<file path="config.mk">
export PLATFORM = sky130hd
export DESIGN_NAME = hsi_s_rx_frame_buf
export DESIGN_NICKNAME = d
export VERILOG_FILES = /design/src/rtl/hsi_s_rx_frame_buf_pkg.sv /design/src/rtl/hsi_s_rx_frame_buf_desc_fifo.sv /design/src/rtl/hsi_s_rx_frame_buf.sv
export SDC_FILE = /design/constraint.sdc
export NUM_CORES = 1
export LEC_CHECK = 0
export BUFFER_PORTS_ARGS = -buffer_cell sky130_fd_sc_hd__buf_2
export CAP_MARGIN = 30
export CORE_ASPECT_RATIO = 1.25
export CORE_MARGIN = 2
export CORE_UTILIZATION = 35
export CTS_CLUSTER_DIAMETER = 50
export DETAILED_ROUTE_END_ITERATION = 7
export GPL_TIMING_DRIVEN = 0
export PLACE_DENSITY_LB_ADDON = 0.08
export SYNTH_ARGS = -nofsm -noshare
export SYNTH_HDL_FRONTEND = slang
export SYNTH_SLANG_ARGS = --single-unit
</file>
<file path="constraint.sdc">
create_clock -name clk -period 8.9 [get_ports clk]
set_input_delay 1.78 -clock clk [delete_from_list [all_inputs] [get_ports clk]]
set_output_delay 1.78 -clock clk [all_outputs]
set_load 0.01 [all_outputs]
</file>
<file path="src/rtl/hsi_s_rx_frame_buf_pkg.sv">
// Shared definitions for the slave RX frame buffer: error/flag layout, descriptor widths, read FSM states.
package hsi_s_rx_frame_buf_pkg;

  localparam int FLAG_W = 8;
  localparam int ERR_W  = 6;

  // rx_errs bit positions as produced by RX control
  localparam int ERR_PAR  = 0;
  localparam int ERR_STOP = 1;
  localparam int ERR_CRC  = 2;
  localparam int ERR_LEN  = 3;
  localparam int ERR_SYNC = 4;
  localparam int ERR_CODE = 5;

  // rx_flag layout: low nibble message type, high nibble channel
  localparam int FLAG_TYPE_LSB = 0;
  localparam int FLAG_TYPE_W   = 4;
  localparam int FLAG_CH_LSB   = 4;
  localparam int FLAG_CH_W     = 4;

  typedef enum logic [1:0] {
    RD_IDLE   = 2'd0,
    RD_LOAD   = 2'd1,
    RD_STREAM = 2'd2
  } rd_state_t;

  function automatic int len_w(input int max_len);
    return $clog2(max_len) + 1;
  endfunction

endpackage

</file>
<file path="src/rtl/hsi_s_rx_frame_buf_desc_fifo.sv">
// hsi_desc_fifo: synchronous show-ahead FIFO of committed frame descriptors {len, flag}.
module hsi_desc_fifo #(
  parameter int DEPTH = 4,
  parameter int W     = 14
) (
  input  logic                   clk,
  input  logic                   rst,
  input  logic                   push,
  input  logic [W-1:0]           din,
  input  logic                   pop,
  output logic [W-1:0]           dout,
  output logic                   full,
  output logic                   empty,
  output logic [$clog2(DEPTH):0] count
);
  localparam int AW = $clog2(DEPTH);

  logic [W-1:0] mem [DEPTH];
  logic [AW:0]  wp, rp;

  always_ff @(posedge clk) begin
    if (rst) begin
      wp <= '0;
      rp <= '0;
    end else begin
      if (push && !full) wp <= wp + 1'b1;
      if (pop && !empty) rp <= rp + 1'b1;
    end
  end

  always_ff @(posedge clk) begin
    if (push && !full) mem[wp[AW-1:0]] <= din;
  end

  assign count = wp - rp;
  assign empty = (wp == rp);
  assign full  = (wp[AW] != rp[AW]) && (wp[AW-1:0] == rp[AW-1:0]);
  assign dout  = mem[rp[AW-1:0]];

endmodule

</file>
<file path="src/rtl/hsi_s_rx_frame_buf.sv">
// Slave RX frame buffer: speculative byte store, commit/rollback at frame end, valid/ready frame stream out.
// Optional statistics counters are enabled with HSI_RX_FRAME_BUF_STATS_EN.
module hsi_s_rx_frame_buf
  import hsi_s_rx_frame_buf_pkg::*;
#(
  parameter int DEPTH      = 64,
  parameter int MAX_LEN    = 32,
  parameter int DESC_DEPTH = 4
) (
  input  logic                        clk,
  input  logic                        rst,
  input  logic [7:0]                  d,
  input  logic                        d_rdy,
  input  logic                        frame_end,
  input  logic [FLAG_W-1:0]           rx_flag,
  input  logic [ERR_W-1:0]            rx_errs,
  output logic [7:0]                  m_data,
  output logic                        m_valid,
  input  logic                        m_ready,
  output logic                        m_last,
  output logic [FLAG_W-1:0]           m_flag,
  output logic [$clog2(DESC_DEPTH):0] frames_pend,
  output logic                        drop
`ifdef HSI_RX_FRAME_BUF_STATS_EN
  ,
  output logic [15:0]                 ok_cnt,
  output logic [7:0]                  err_drop_cnt,
  output logic [7:0]                  ovf_drop_cnt
`endif
);
  localparam int AW    = $clog2(DEPTH);
  localparam int PW    = AW + 1;
  localparam int LEN_W = len_w(MAX_LEN);
  localparam int DW    = LEN_W + FLAG_W;
  localparam int CW    = $clog2(DESC_DEPTH) + 1;

  logic [7:0]       mem [DEPTH];
  logic [7:0]       ram_q;
  logic [PW-1:0]    wr_ptr, cm_ptr, rd_ptr, used, wr_nxt, rd_p1, rd_p2;
  logic [LEN_W-1:0] cur_len, len_nxt, rem_len;
  logic             ovf, ovf_nxt, accept, commit, buf_full, at_max;

  logic             fifo_full, fifo_empty, pop;
  logic [DW-1:0]    desc;
  logic [CW-1:0]    fifo_cnt;

  rd_state_t        state, nstate;
  logic [AW-1:0]    raddr;
  logic             fire;

  // ---------------- write side ----------------
  assign used     = wr_ptr - rd_ptr;
  assign buf_full = used[AW];           // used never exceeds DEPTH
  assign at_max   = (cur_len == LEN_W'(MAX_LEN));
  assign accept   = d_rdy && !buf_full && !at_max;
  assign ovf_nxt  = ovf | (d_rdy & ~accept);
  assign len_nxt  = cur_len + LEN_W'(accept);
  assign wr_nxt   = wr_ptr + PW'(accept);
  // A byte arriving with frame_end belongs to the ending frame, hence the *_nxt terms
  assign commit   = frame_end && (rx_errs == '0) && !ovf_nxt &&
                    (len_nxt != '0) && !fifo_full;

  always_ff @(posedge clk) begin
    if (rst) begin
      wr_ptr  <= '0;
      cm_ptr  <= '0;
      cur_len <= '0;
      ovf     <= 1'b0;
      drop    <= 1'b0;
    end else begin
      drop <= 1'b0;
      if (frame_end) begin
        cur_len <= '0;
        ovf     <= 1'b0;
        if (commit) begin
          wr_ptr <= wr_nxt;
          cm_ptr <= wr_nxt;
        end else begin
          wr_ptr <= cm_ptr;
          drop   <= 1'b1;
        end
      end else begin
        wr_ptr  <= wr_nxt;
        cur_len <= len_nxt;
        ovf     <= ovf_nxt;
      end
    end
  end

  always_ff @(posedge clk) begin
    if (accept) mem[wr_ptr[AW-1:0]] <= d;
    ram_q <= mem[raddr];
  end

  hsi_desc_fifo #(.DEPTH(DESC_DEPTH), .W(DW)) u_desc (
    .clk   (clk),
    .rst   (rst),
    .push  (commit),
    .din   ({len_nxt, rx_flag}),
    .pop   (pop),
    .dout  (desc),
    .full  (fifo_full),
    .empty (fifo_empty),
    .count (fifo_cnt)
  );

  // ---------------- read side ----------------
  assign fire  = m_valid && m_ready;
  assign rd_p1 = rd_ptr + PW'(1);
  assign rd_p2 = rd_ptr + PW'(2);

  // RAM address always runs one byte ahead of m_data so a stream sustains one byte per cycle
  always_comb begin
    nstate = state;
    pop    = 1'b0;
    raddr  = rd_ptr[AW-1:0];
    unique case (state)
      RD_IDLE: begin
        if (!fifo_empty) begin
          pop    = 1'b1;
          nstate = RD_LOAD;
        end
      end
      RD_LOAD: begin
        raddr  = rd_p1[AW-1:0];
        nstate = RD_STREAM;
      end
      RD_STREAM: begin
        raddr = fire ? rd_p2[AW-1:0] : rd_p1[AW-1:0];
        if (fire && m_last) nstate = RD_IDLE;
      end
      default: nstate = RD_IDLE;
    endcase
  end

  always_ff @(posedge clk) begin
    if (rst) begin
      state   <= RD_IDLE;
      rd_ptr  <= '0;
      rem_len <= '0;
      m_data  <= '0;
      m_valid <= 1'b0;
      m_last  <= 1'b0;
      m_flag  <= '0;
    end else begin
      state <= nstate;
      unique case (state)
        RD_IDLE: begin
          if (pop) begin
            rem_len <= desc[DW-1:FLAG_W];
            m_flag  <= desc[FLAG_W-1:0];
          end
        end
        RD_LOAD: begin
          m_data  <= ram_q;
          m_valid <= 1'b1;
          m_last  <= (rem_len == LEN_W'(1));
        end
        RD_STREAM: begin
          if (fire) begin
            rd_ptr  <= rd_p1;
            rem_len <= rem_len - LEN_W'(1);
            if (m_last) begin
              m_valid <= 1'b0;
              m_last  <= 1'b0;
            end else begin
              m_data <= ram_q;
              m_last <= (rem_len == LEN_W'(2));
            end
          end
        end
        default: ;
      endcase
    end
  end

  assign frames_pend = fifo_cnt + CW'(state != RD_IDLE);

`ifdef HSI_RX_FRAME_BUF_STATS_EN
  always_ff @(posedge clk) begin
    if (rst) begin
      ok_cnt       <= '0;
      err_drop_cnt <= '0;
      ovf_drop_cnt <= '0;
    end else if (frame_end) begin
      if (commit)
        ok_cnt <= ok_cnt + 16'd1;
      else if (rx_errs != '0) begin
        if (err_drop_cnt != 8'hFF) err_drop_cnt <= err_drop_cnt + 8'd1;
      end else if (ovf_drop_cnt != 8'hFF)
        ovf_drop_cnt <= ovf_drop_cnt + 8'd1;
    end
  end
`endif

endmodule
</file>
==> results.md <==
- The clock skew after layout is 0.0228 ns.
- For this run, the number of Yosys warnings is 0.
- The leading area contributor after synthesis is sky130_fd_sc_hd__edfxtp_1.
- 49 I/O pins were placed.
- The total global routing overflow is 0.
- Setup total negative slack on the finished layout was measured at 0 ns.
- STA puts the critical path data required time at 9.13 ns.
- The CTS tree is yes.
- Ranked by instance count, the synthesized netlist is headed by sky130_fd_sc_hd__edfxtp_1, sky130_fd_sc_hd__nand2_1, sky130_fd_sc_hd__nor2_1.
- The remaining antenna violation count after routing is 0.
- The die covers 76600 sq um.
- The H-tree generated during clock tree synthesis spans 3 levels.
- The number of buffers on the longest clock path is 3.
- The floorplan step set the die height to 309 um.
- The per-instance average area after synthesis is 13.9 sq um.
- Wires add up to 77.5 mm.
- The HPWL after detailed placement is 53.0 mm.
- The number of gates resized after CTS was 0.
- The leakage power summed over all cells is 9.96 nW.
- After routing the design area is 29800 sq um.
- The initial detailed-routing violation count is 1467.
- The global-route wire length before repair is 113 mm.
- The largest fanout on the critical path is 14.
- The achievable frequency is 0.185 GHz.
- STA classifies the critical path endpoint as a register.
- The headroom to the max-slew limit is 0.266.
- For the worst-skew pair, the clock arrives at the later sink with an insertion delay of 0.62 ns.
- The end of the worst hold path is m_flag[4]$_SDFFE_PP0P_.
- Of the post-synthesis cell area, the dominant cell type holds 0.655.
- The number of failing setup endpoints in the final timing report is 0.
- Setup repair after global routing left no endpoint under its margin.
- In the global route stage, overall resource usage came out at 0.206.
- Input and output buffers added on the ports amount to 48.
- The worst hold path begins at m_flag[4]$_SDFFE_PP0P_.
- After detailed routing, the number of vias per cell comes to 5.34.
- The first detailed-routing pass ran for 5 iterations.
- The clock-pin slew of the registers on the worst-case setup and hold paths is 0.06 ns.
- In this run, CTS created clock tree buffers numbering 70.
- The post-synthesis sequential element count is 639.
- The worst register-to-register path begins at rd_ptr[1]$_SDFFE_PP0P_.
- The initial standard-cell utilization of the core is 0.355.
- The worst reg-to-reg setup slack is 3.48 ns.
- After layout, the design draws a total of 0.00658 W.
- The number of vias in the routed layout is 16100.
- The minimum period implied by the final worst setup slack is 5.42 ns.
- After synthesis, the cell types taking the most area are sky130_fd_sc_hd__edfxtp_1, sky130_fd_sc_hd__dfxtp_1, sky130_fd_sc_hd__nand2_1, sky130_fd_sc_hd__mux4_2, sky130_fd_sc_hd__nor2_1.
- The number of nets in the synthesized netlist is 1927.
- The tree built by TritonCTS fans out to 639 sinks.
- The fraction of layout instances using a drive strength above 1 is 0.130.
- The hold buffer count at CTS is 0.
- After floorplanning, the core was sized to cover 73500 sq um.
- The count of cells in the finished layout, fillers not included, comes to 3016.
- On the final layout, the worst hold slack is 0.453 ns.
- The path class of the lowest-slack min-delay path is reg -> reg.
- The detailed-route wire length per cell is 25.7 um.
- For this run, asynchronously set or reset flops after synthesis account for 0.
- The cell row count is 111.
- For the worst flop-to-flop path, the logic depth is 16.
- The cell total after placement is 2891.
- The kind of launch point of the worst setup path is a register.
- The master cell of the clock root buffer is sky130_fd_sc_hd__clkbuf_16.
- Entering global routing, the biggest net connects 65 pins.
- The data arrival at the endpoint of the critical path is 5.65 ns.
- In this run the cell area of the synthesized design comes to 26000 sq um.
- The final layout contains 2057 nets.
- The worst register-to-register path ends at u_desc.mem[2][5]$_DFFE_PP_.
- Relative to the synthesized area, the layout overhead comes to 14.5%.
- The share of the clock period used by the worst path after layout is 0.609.
- The max-cap check violation count is 0.
- The post-detailed-route DRC marker count is 0.
- Yosys mapped a number of flops with a built-in enable equal to 568.
- The via count of the first global-routing pass was 16300.
- In this run, distinct cell masters in the synthesized netlist total 71.
- The number of slew-limit violations in the final report came to 0.
- The width of the die is 248 um.
- The most used flip-flop cell after synthesis is sky130_fd_sc_hd__edfxtp_1.
- The final-report hold violation count is 0.
- For the pin with the worst max-slew slack, the measured transition is 1.10 ns.
- The largest voltage drop on the vdd net is 0.167 mV.
- The initial antenna violation count is 5.
- The worst setup path is of the reg -> reg kind.
- The number of setup buffers added after CTS is 0.
- The library cell with the highest instance count after synthesis is sky130_fd_sc_hd__edfxtp_1.
- Counting instances, the worst hold path has a depth of 2.
- The post-synthesis sequential area ratio is 0.709.
- The instance area at placement is 27700 sq um.
- In this run the power density over the cells is 221 nW/um^2.
- At the end of routability-driven placement, the weighted congestion stood at 0.883.
- The run finished with clean final reports.
- The number of instances in the synthesized netlist is 1873.
## per-stage QoR
| stage | setup WS [ns] | util |
|---|---|---|
| floorplan | 4.50 | - |
| global placement | 3.16 | 0.374 |
| detailed placement | 3.20 | 0.377 |
| CTS | 3.37 | 0.406 |
| global route | 2.88 | 0.406 |
| finish | 3.48 | 0.406 |
## per-layer routing
metal  GRT usage  part of all wire  vias to the layer above
met3      0.0311             0.052                      116
met4      0.0742             0.031                        0
met1       0.265              0.42                     8177
met2       0.351              0.50                      509
met5           0                 0                        -
li1            -                 -                     7292
## where the power goes
part | switching, W | internal [W]
Clock | 0.00119 | 0.00155
Combinational | 0.000317 | 0.000188
Sequential | 0.0000313 | 0.00330
Total | 0.00153 | 0.00504
## cell families after synthesis
family,Yosys count,synth area share
buffers and inverters,133,0.0237
multiplexers,84,0.0603
AND/OR/NAND/NOR,735,0.125
AO/OA/AOI/OAI,232,0.0611
adder cells (fa/ha/maj),27,0.0133
flip-flops,639,0.709
XOR/XNOR,23,0.00773
## critical path, stage by stage, from the launching register on
cell                       delay (ns)
sky130_fd_sc_hd__dfxtp_1         0.44
sky130_fd_sc_hd__inv_1           0.12
sky130_fd_sc_hd__ha_1            0.28
sky130_fd_sc_hd__a21o_1          0.16
sky130_fd_sc_hd__a21o_1          0.19
sky130_fd_sc_hd__a211oi_1        0.29
sky130_fd_sc_hd__xor2_1          0.18
sky130_fd_sc_hd__and3_1          0.17
sky130_fd_sc_hd__clkbuf_1        0.34
sky130_fd_sc_hd__ha_1            0.24
sky130_fd_sc_hd__ha_1            0.18
sky130_fd_sc_hd__xor2_1          0.37
sky130_fd_sc_hd__or3_1           0.17
sky130_fd_sc_hd__nor4_1          0.06
sky130_fd_sc_hd__a311oi_1        0.59
sky130_fd_sc_hd__clkbuf_1        0.45
sky130_fd_sc_hd__and3_1          0.79
## worst max path at each step
stage / startpoint / to / slack, ns / cells after the start
finish: rd_ptr[1]$_SDFFE_PP0P_ / u_desc.mem[2][5]$_DFFE_PP_ / 3.48 / 16
global route: rd_ptr[1]$_SDFFE_PP0P_ / u_desc.mem[2][11]$_DFFE_PP_ / 2.88 / 16
CTS: rd_ptr[1]$_SDFFE_PP0P_ / u_desc.mem[1][7]$_DFFE_PP_ / 3.37 / 16
detailed placement: d_rdy / u_desc.mem[1][2]$_DFFE_PP_ / 3.20 / 11
global placement: m_ready / ram_q[3]$_DFF_P_ / 3.16 / 9
floorplan: d_rdy / u_desc.mem[0][0]$_DFFE_PP_ / 4.50 / 10
## cell type report
cell class	count	area (sq um)
tap	960	1200
clock inverter	29	200
sequential	639	18500
buffer	109	527
inverter	24	90.1
multi-input combinational	1101	6960
antenna	1	2.50
clock buffer	95	1930
fill	6768	43600
timing repair buffer	58	439
## cell usage in the layout (no fill, tap or decap), drive strengths merged, types with 12 or more instances in the layout
master | synthesis | final
nand3 | 81 | 81
inv | 24 | 30
a21oi | 61 | 61
o21ai | 34 | 34
nand4 | 13 | 13
buf | 54 | 112
nor2 | 144 | 144
nand2 | 372 | 372
and3 | 57 | 57
mux4 | 57 | 57
o2111ai | 25 | 25
xnor2 | 12 | 12
nor3 | 13 | 13
ha | 26 | 26
a311oi | 26 | 26
clkinv | 0 | 22
edfxtp | 568 | 568
mux2i | 19 | 19
a31oi | 27 | 27
dfxtp | 71 | 71
clkbuf | 55 | 150
## state kept, by name, summed over array words and instances (netlist names), named ones only
signal and flops:
drop 1, state 2, mem 512, ovf 1
m_valid 1, cur_len 6, u_desc.rp 3, rem_len 6
m_flag 8, u_desc.wp 3, m_data 8, cm_ptr 7
m_last 1, rd_ptr 7, wr_ptr 7, u_desc.mem 56
ram_q 8
No activity file was read; power rests on OpenSTA's default activity.
